===== src/rtl/cell_reader_pkg.sv =====
// Shared screen geometry, board-memory sizing and the pixel-pipeline record
// used by cell_reader and its delay line.
package cell_reader_pkg;

    localparam int SCREEN_WIDTH   = 1024;
    localparam int SCREEN_HEIGHT  = 768;
    localparam int CELL_SHIFT_DEF = 3;
    localparam int WORD_W_DEF     = 16;
    localparam int WORDS_PER_ROW  = (SCREEN_WIDTH >> CELL_SHIFT_DEF) / WORD_W_DEF;
    localparam int CELL_ROWS      = SCREEN_HEIGHT >> CELL_SHIFT_DEF;
    // One extra MSB selects between the two board buffers.
    localparam int ADDR_W         = $clog2(WORDS_PER_ROW * CELL_ROWS) + 1;
    localparam int BIT_W          = $clog2(WORD_W_DEF);

    typedef struct packed {
        logic [10:0]      hcount;
        logic [9:0]       vcount;
        logic [BIT_W-1:0] bit_idx;
        logic             valid;
    } pix_t;

    function automatic logic in_screen(input logic [10:0] h, input logic [9:0] v);
        return (h < 11'(SCREEN_WIDTH)) && (v < 10'(SCREEN_HEIGHT));
    endfunction

endpackage


===== src/rtl/cell_reader_delay.sv =====
// cell_delay: fixed-depth register shift line, used to carry the pixel record
// alongside the board-memory read so it lines up with the returned word.
module cell_delay #(
    parameter int W     = 8,
    parameter int DEPTH = 2
) (
    input  logic         clk_i,
    input  logic         rst_i,
    input  logic [W-1:0] d_i,
    output logic [W-1:0] q_o
);

    logic [W-1:0] line_q [DEPTH];

    // Shift the record one stage per clock; reset empties every stage.
    always_ff @(posedge clk_i or posedge rst_i) begin
        if (rst_i) begin
            for (int i = 0; i < DEPTH; i++) begin
                line_q[i] <= {W{1'b0}};
            end
        end else begin
            line_q[0] <= d_i;
            for (int i = 1; i < DEPTH; i++) begin
                line_q[i] <= line_q[i-1];
            end
        end
    end

    assign q_o = line_q[DEPTH-1];

endmodule


===== src/rtl/cell_reader.sv =====
// cell_reader: turns the VGA pixel position into board-memory reads and emits
// the cell state aligned with the delayed pixel. Define CELL_READER_GRID_EN to blank grid lines.
module cell_reader
    import cell_reader_pkg::*;
#(
    parameter int CELL_SHIFT = 3,
    parameter int WORD_W     = 16,
    parameter int RD_LAT     = 2
) (
    input  logic              clk_130mhz,
    input  logic              rst_in,
    input  logic [10:0]       hcount_in,
    input  logic [9:0]        vcount_in,
    input  logic              buf_sel_in,
    output logic              rd_en_out,
    output logic [ADDR_W-1:0] rd_addr_out,
    input  logic [WORD_W-1:0] rd_data_in,
    output logic [10:0]       hcount_out,
    output logic [9:0]        vcount_out,
    output logic              is_alive_out,
    output logic              frame_start_out
);

    localparam int WPR  = (SCREEN_WIDTH >> CELL_SHIFT) / WORD_W;
    localparam int WA_W = ADDR_W - 1;

    logic [10:0]       col_s;
    logic [9:0]        row_s;
    logic [WA_W-1:0]   word_s;
    logic              in_screen_s;
    logic              frame_first_s;

    logic              buf_d,     buf_q;
    logic              rd_en_d,   rd_en_q;
    logic [ADDR_W-1:0] rd_addr_d, rd_addr_q;
    pix_t              s1_d,      s1_q;

    logic [$bits(pix_t)-1:0] al_vec_s;
    pix_t              al_s;
    logic              grid_s;
    logic              alive_d,   alive_q;
    logic              frame_d,   frame_q;
    logic [10:0]       hcount_q;
    logic [9:0]        vcount_q;

    // Request stage: cell address, bit index and buffer choice for the incoming pixel.
    always_comb begin
        col_s         = hcount_in >> CELL_SHIFT;
        row_s         = vcount_in >> CELL_SHIFT;
        in_screen_s   = in_screen(hcount_in, vcount_in);
        frame_first_s = (hcount_in == 11'd0) && (vcount_in == 10'd0);
        // Pixel (0,0) already reads from the newly chosen buffer.
        buf_d         = frame_first_s ? buf_sel_in : buf_q;
        word_s        = WA_W'(row_s) * WA_W'(WPR) + WA_W'(col_s / 11'(WORD_W));
        rd_en_d       = in_screen_s;
        if (in_screen_s) begin
            rd_addr_d = {buf_d, word_s};
        end else begin
            rd_addr_d = rd_addr_q;
        end
        s1_d         = '0;
        s1_d.hcount  = hcount_in;
        s1_d.vcount  = vcount_in;
        s1_d.bit_idx = col_s[BIT_W-1:0];
        s1_d.valid   = in_screen_s;
    end

    // Register the read strobe/address, the buffer latch and the first pipeline stage.
    always_ff @(posedge clk_130mhz or posedge rst_in) begin
        if (rst_in) begin
            buf_q     <= 1'b0;
            rd_en_q   <= 1'b0;
            rd_addr_q <= {ADDR_W{1'b0}};
            s1_q      <= '0;
        end else begin
            buf_q     <= buf_d;
            rd_en_q   <= rd_en_d;
            rd_addr_q <= rd_addr_d;
            s1_q      <= s1_d;
        end
    end

    cell_delay #(
        .W     ($bits(pix_t)),
        .DEPTH (RD_LAT)
    ) u_delay (
        .clk_i (clk_130mhz),
        .rst_i (rst_in),
        .d_i   (s1_q),
        .q_o   (al_vec_s)
    );

    assign al_s = pix_t'(al_vec_s);

    // Select the cell bit from the returned word for the aligned pixel.
    always_comb begin
`ifdef CELL_READER_GRID_EN
        grid_s = (al_s.hcount[CELL_SHIFT-1:0] == {CELL_SHIFT{1'b0}}) ||
                 (al_s.vcount[CELL_SHIFT-1:0] == {CELL_SHIFT{1'b0}});
`else
        grid_s = 1'b0;
`endif
        alive_d = al_s.valid && !grid_s && rd_data_in[al_s.bit_idx];
        frame_d = al_s.valid && (al_s.hcount == 11'd0) && (al_s.vcount == 10'd0);
    end

    // Output stage register.
    always_ff @(posedge clk_130mhz or posedge rst_in) begin
        if (rst_in) begin
            alive_q  <= 1'b0;
            frame_q  <= 1'b0;
            hcount_q <= 11'd0;
            vcount_q <= 10'd0;
        end else begin
            alive_q  <= alive_d;
            frame_q  <= frame_d;
            hcount_q <= al_s.hcount;
            vcount_q <= al_s.vcount;
        end
    end

    assign rd_en_out       = rd_en_q;
    assign rd_addr_out     = rd_addr_q;
    assign is_alive_out    = alive_q;
    assign frame_start_out = frame_q;
    assign hcount_out      = hcount_q;
    assign vcount_out      = vcount_q;

endmodule


===== config.mk =====
export PLATFORM = sky130hd
export DESIGN_NAME = cell_reader
export DESIGN_NICKNAME = d
export VERILOG_FILES = /design/src/rtl/cell_reader_pkg.sv /design/src/rtl/cell_reader_delay.sv /design/src/rtl/cell_reader.sv
export SDC_FILE = /design/constraint.sdc
export NUM_CORES = 1
export LEC_CHECK = 0
export CAP_MARGIN = 0
export CELL_PAD_IN_SITES_DETAIL_PLACEMENT = 0
export CELL_PAD_IN_SITES_GLOBAL_PLACEMENT = 2
export CORE_MARGIN = 2
export CORE_UTILIZATION = 36
export DETAILED_ROUTE_END_ITERATION = 10
export PLACE_DENSITY = 0.87
export SKIP_CTS_REPAIR_TIMING = 1
export SYNTH_ARGS = -nofsm -noshare
export SYNTH_HDL_FRONTEND = slang
export SYNTH_SLANG_ARGS = --single-unit

===== constraint.sdc =====
create_clock -name clk_130mhz -period 6.8 [get_ports clk_130mhz]
set_input_delay 2.04 -clock clk_130mhz [delete_from_list [all_inputs] [get_ports clk_130mhz]]
set_output_delay 2.04 -clock clk_130mhz [all_outputs]
set_load 0.03 [all_outputs]

### Yosys cells after proc, flatten, opt, wreduce, memory -nomap -nowiden

Cells that the tools add are included.

| word-level totals | value |
|---|---|
| register bits | 113 |
| logic and storage cells | 28 |
| bits of input ports | 40 |
| output and inout bits | 35 |

| cells by class | value |
|---|---|
| add/subtract/negate cells | 1 |
| reduce and logical (&&, ||, !) cells | 9 |
| muxes and demuxes | 3 |
| $lt $le $gt $ge | 3 |

Operators with widths:

| kind | count |
|---|---|
| 11-bit zero test | 2 |
| 10-bit zero test | 2 |
| 11-bit < comparator (second input constant) | 1 |
| 10-bit by 4-bit adder with 10-bit output | 1 |
| 10-bit < comparator (second input constant) | 1 |
| 1-bit logical AND | 5 |
| 4-bit by 5-bit < comparator with 1-bit output (second input constant) | 1 |
| 1-bit binary-select mux with 4-bit select | 1 |
| 1-bit 2-to-1 mux | 2 |

### Depth between registers and ports, before layout

| depth | value |
|---|---|
| depth in word-level cells | 3 |
| depth in mapped cells | 5 |
| mapped depth without buffers | 5 |

### Cells and area by module

Synthesis repeated with hierarchy kept, for this count alone.

| unflattened totals | value |
|---|---|
| cells, all modules | 203 |
| area, all modules | 3394.5 µm² |

Modules (own cells, without submodules):

| module | area an instance (µm²) | cells each | sequential area each (µm²) | instances |
|---|---|---|---|---|
| cell_reader | 1894.3 | 124 | 1426.4 | 1 |
| cell_delay | 1500.2 | 79 | 1301.2 | 1 |

### Worst setup path before layout

OpenSTA, ideal clock, no wires.

| path | value |
|---|---|
| path type | in2reg |
| from | input hcount_in[6] |
| to | register rd_addr_q[10], in the netlist rd_addr_out[10] |
| setup slack | 3.795 ns |
| arrival time | 2.923 ns |
| required time | 6.718 ns |
| stages | 4 |
| path buffers | 0 |
| setup time | 0.082 ns |
| cells stage by stage | nor4_1 nand4_1 or3_1 a31oi_1 |

| on the way | value |
|---|---|
| longest elaborated chain between the ends | 3 |
| elaborated cells on any way between the ends | 5 |
| those cells by class | 1 x order compare; 1 x mux; 3 x reduce/logical |

Ends and longest elaborated chain:

| item | line | text |
|---|---|---|
| from (decl) | cell_reader.sv:12 | `input logic [10:0] hcount_in,` |
| branches (longest 3 deep; another with 11-bit < comparator) | n/a |  |
| to (signal assigned) | cell_reader.sv:73 | `rd_addr_q <= {ADDR_W{1'b0}};` |
| to (signal assigned) | cell_reader.sv:78 | `rd_addr_q <= rd_addr_d;` |
| to (decl) | cell_reader.sv:35 | `logic [ADDR_W-1:0] rd_addr_d, rd_addr_q;` |

Parallel ways; which one is timed is not known.
A chain may end at the register's enable or synchronous reset.

### Worst setup path after layout

| path | value |
|---|---|
| from | register rd_addr_q[10], in the netlist rd_addr_out[10] |
| to | output rd_addr_out[10] |

RTL lines:

| item | line | text |
|---|---|---|
| to (decl) | cell_reader.sv:16 | `output logic [ADDR_W-1:0] rd_addr_out,` |

No word-level cell between the ends.

==> flow_summary.ini <==
[worst_setup_path]
required_ps = 4760
worst_path_dominant_cell_family = buffers and inverters
worstPathMaxFanout = 2
crit_arrival_ps = 1400
crit_type = flip-flop to output pin
endpoint_kind = output pin
cpMaxStageDelayCell = clkdlybuf4s50_1
start_kind = flip-flop
crit_path_cell_trace = clkdlybuf4s50_1
critPathMaxStageDelay_ps = 680
critPathBufInv = 1

[hold_path]
hp-class = flip-flop to flip-flop

[cts]
numCtsBuffers = 9
cts.sinks = 101
tritoncts = done
cts.path.max_buffers = 2
clk_pin_slew_ps = 90
clock_tree.root_cell = clkbuf_8
clock_latency_ps = 350
htreeDepth = 3

[timing]
post-route-min-period_ps = 3440
report.final.slew_viol_count = 0
slew_headroom_pct = 33.5
finalSetupTns_ps = 0
final_hold_viol_count = 0
rsz0062_at_grt = false
holdWs_ps = 346
fin_skew_ps = 7.43
fmax_mhz = 291
setup_viol = 0
finalCritPeriodShare_pct = 50.6
worst_pin_slew_ps = 998

[yosys]
syn_inst = 164
synth-seq-cells = 101
synth.cell_area_mm2 = 0.00298
synth_simple_gate_area_share_pct = 5.12
yosys_warnings = 0
synth_top_cell_by_area = dfrtp_1
ys_seq_area_share_pct = 84.7
synth_cell_types = 26
syn_nets = 206
synth_top_family_by_area = multiplexers
ys_top_cells_by_area = dfrtp_1 85%, mux4_2 2.3%, mux2_2 1.9%
synth_xor_xnor_area_share_pct = 1.17
synth-adder-area-share_pct = 0.839
synth_compound_area_share_pct = 2.43
synthMuxAreaShare_pct = 5.16
synth_top_area_share_pct = 84.7
syn_area_per_cell_um2 = 18.2

[finish]
mostFrequentLayoutCells = 101 x dfrtp_1, 74 x clkdlybuf4s50_1, 9 x clkbuf_8
nNetsFinal = 290
area_delta_synth_final_pct = 37.0
antennaDiodeCount = 0
drive_above_1_share_pct = 10.7
final_common_cell = dfrtp_1

[floorplanning]
dieArea_mm2 = 0.00903
io_pins = 75
die_h_um = 95.0
core-area_mm2 = 0.00813
start_util_pct = 36.7
die-width_um = 95.0
row_count = 33

[drt]
wl_um = 5030
num_vias = 1517
dr.pass1.iters = 4
ant_nets = 0
wire_per_inst_um = 14.1
avgViaCountPerCell = 4.24
drt_iter0_drc = 72
drc = 0

[global_routing]
grt_antenna_before_repair = 0
grt.total_usage_pct = 12.4
grt_pass1_wl_um = 8030
first_global_vias = 1613
grt_overflow = 0
grt_max_degree = 87

[placed_design]
place_hpwl_um = 3580
port_buffers = 74
routabilityCongestion = 0.743

[status]
outcome = finished, final reports clean

[job]
max_cap_violations = 0

[power]
leakage_uw = 0.00173
ir_drop_v = 0.000148
powerDensity_mw_per_mm2 = 292
metal layers:
layer | global-route usage [%] | up-vias | wire [um]
li1 | - | 733 | -
met1 | 15.7 | 720 | 2170
met2 | 18.4 | 58 | 2330
met3 | 5.06 | 6 | 435
met4 | 6.52 | 0 | 101
met5 | 0 | - | 0
report_power, final:
group,internal (uW),switching (uW)
logic,60.4,67.7
clock network,213,202
registers,636,15.0
kinds of logic (layout without fill, tap and decap cells):
kind of cell             count (synthesis)  count (layout)
flip-flops                             101             101
AND/OR/NAND/NOR                         30              30
AO/OA/AOI/OAI                           12              12
multiplexers                            11              11
XOR/XNOR                                 4               4
buffers and inverters                    4              93
adder cells (fa/ha/maj)                  2               2
cells in the mapped netlist:
cell type	number
nand2_1	5
clkbuf_1	1
nand3_1	2
or4_1	1
o22ai_1	1
o311ai_0	1
dfrtp_1	101
xor2_1	2
inv_1	2
xnor2_1	2
a21oi_2	1
buf_2	1
mux2_2	5
nor4_1	8
o21a_1	1
a21oi_1	5
o21ai_0	2
mux4_2	3
a31oi_1	1
ha_1	2
nor3_1	3
nand2b_1	1
or3_1	1
mux2i_1	3
nor2_1	7
nand4_1	2
state kept, by name (all words and copies together), names as in the netlist:
signal and flops:
s1_q 22, u_delay.line_q 22, u_delay.q_o 22, hcount_out 11, rd_addr_out 11, vcount_out 10, buf_q 1, frame_start_out 1
is_alive_out 1
layout make-up:
type	instances	area, um^2
Clock buffer	9	124
Clock inverter	7	105
Fill cell	685	4050
Inverter	2	10.0
Multi-Input combinational cell	59	439
Sequential cell	101	2530
Tap cell	105	131
Timing Repair Buffer	75	748
worst paths after layout:
path	from	to	slack (ps)	cells after the start
max	rd_addr_out[10]$_DFFE_PP0P_	rd_addr_out[10]	3360	1
min	s1_q[16]$_DFF_PP0_	u_delay.line_q[42]$_DFF_PP0_	350	0
max reg2reg	u_delay.q_o[18]$_DFF_PP0_	is_alive_out$_DFF_PP0_	5360	3
min reg2reg	s1_q[16]$_DFF_PP0_	u_delay.line_q[42]$_DFF_PP0_	350	0
max in group asynchronous	rst_in	hcount_out[7]$_DFF_PP0_	3630	3
min in group asynchronous	rst_in	rd_addr_out[1]$_DFFE_PP0P_	1940	2
through the flow:
| step | std cells | area [um^2] | setup slack (ps) | utilization [%] | power (uW) |
|---|---|---|---|---|---|
| CTS | 358 | 4090 | 3330 | 50.2 | 1210 |
| global route | 358 | 4090 | 3290 | 50.2 | 1250 |
| detailed placement | 342 | 3860 | 3060 | 47.4 | 794 |
| floorplan | 164 | 2980 | 2110 | - | 722 |
| finish | 358 | 4090 | 3360 | 50.2 | 1190 |
| global placement | 342 | 3860 | 3060 | 47.4 | 792 |
Note: power is estimated with default switching activity, not from simulation.
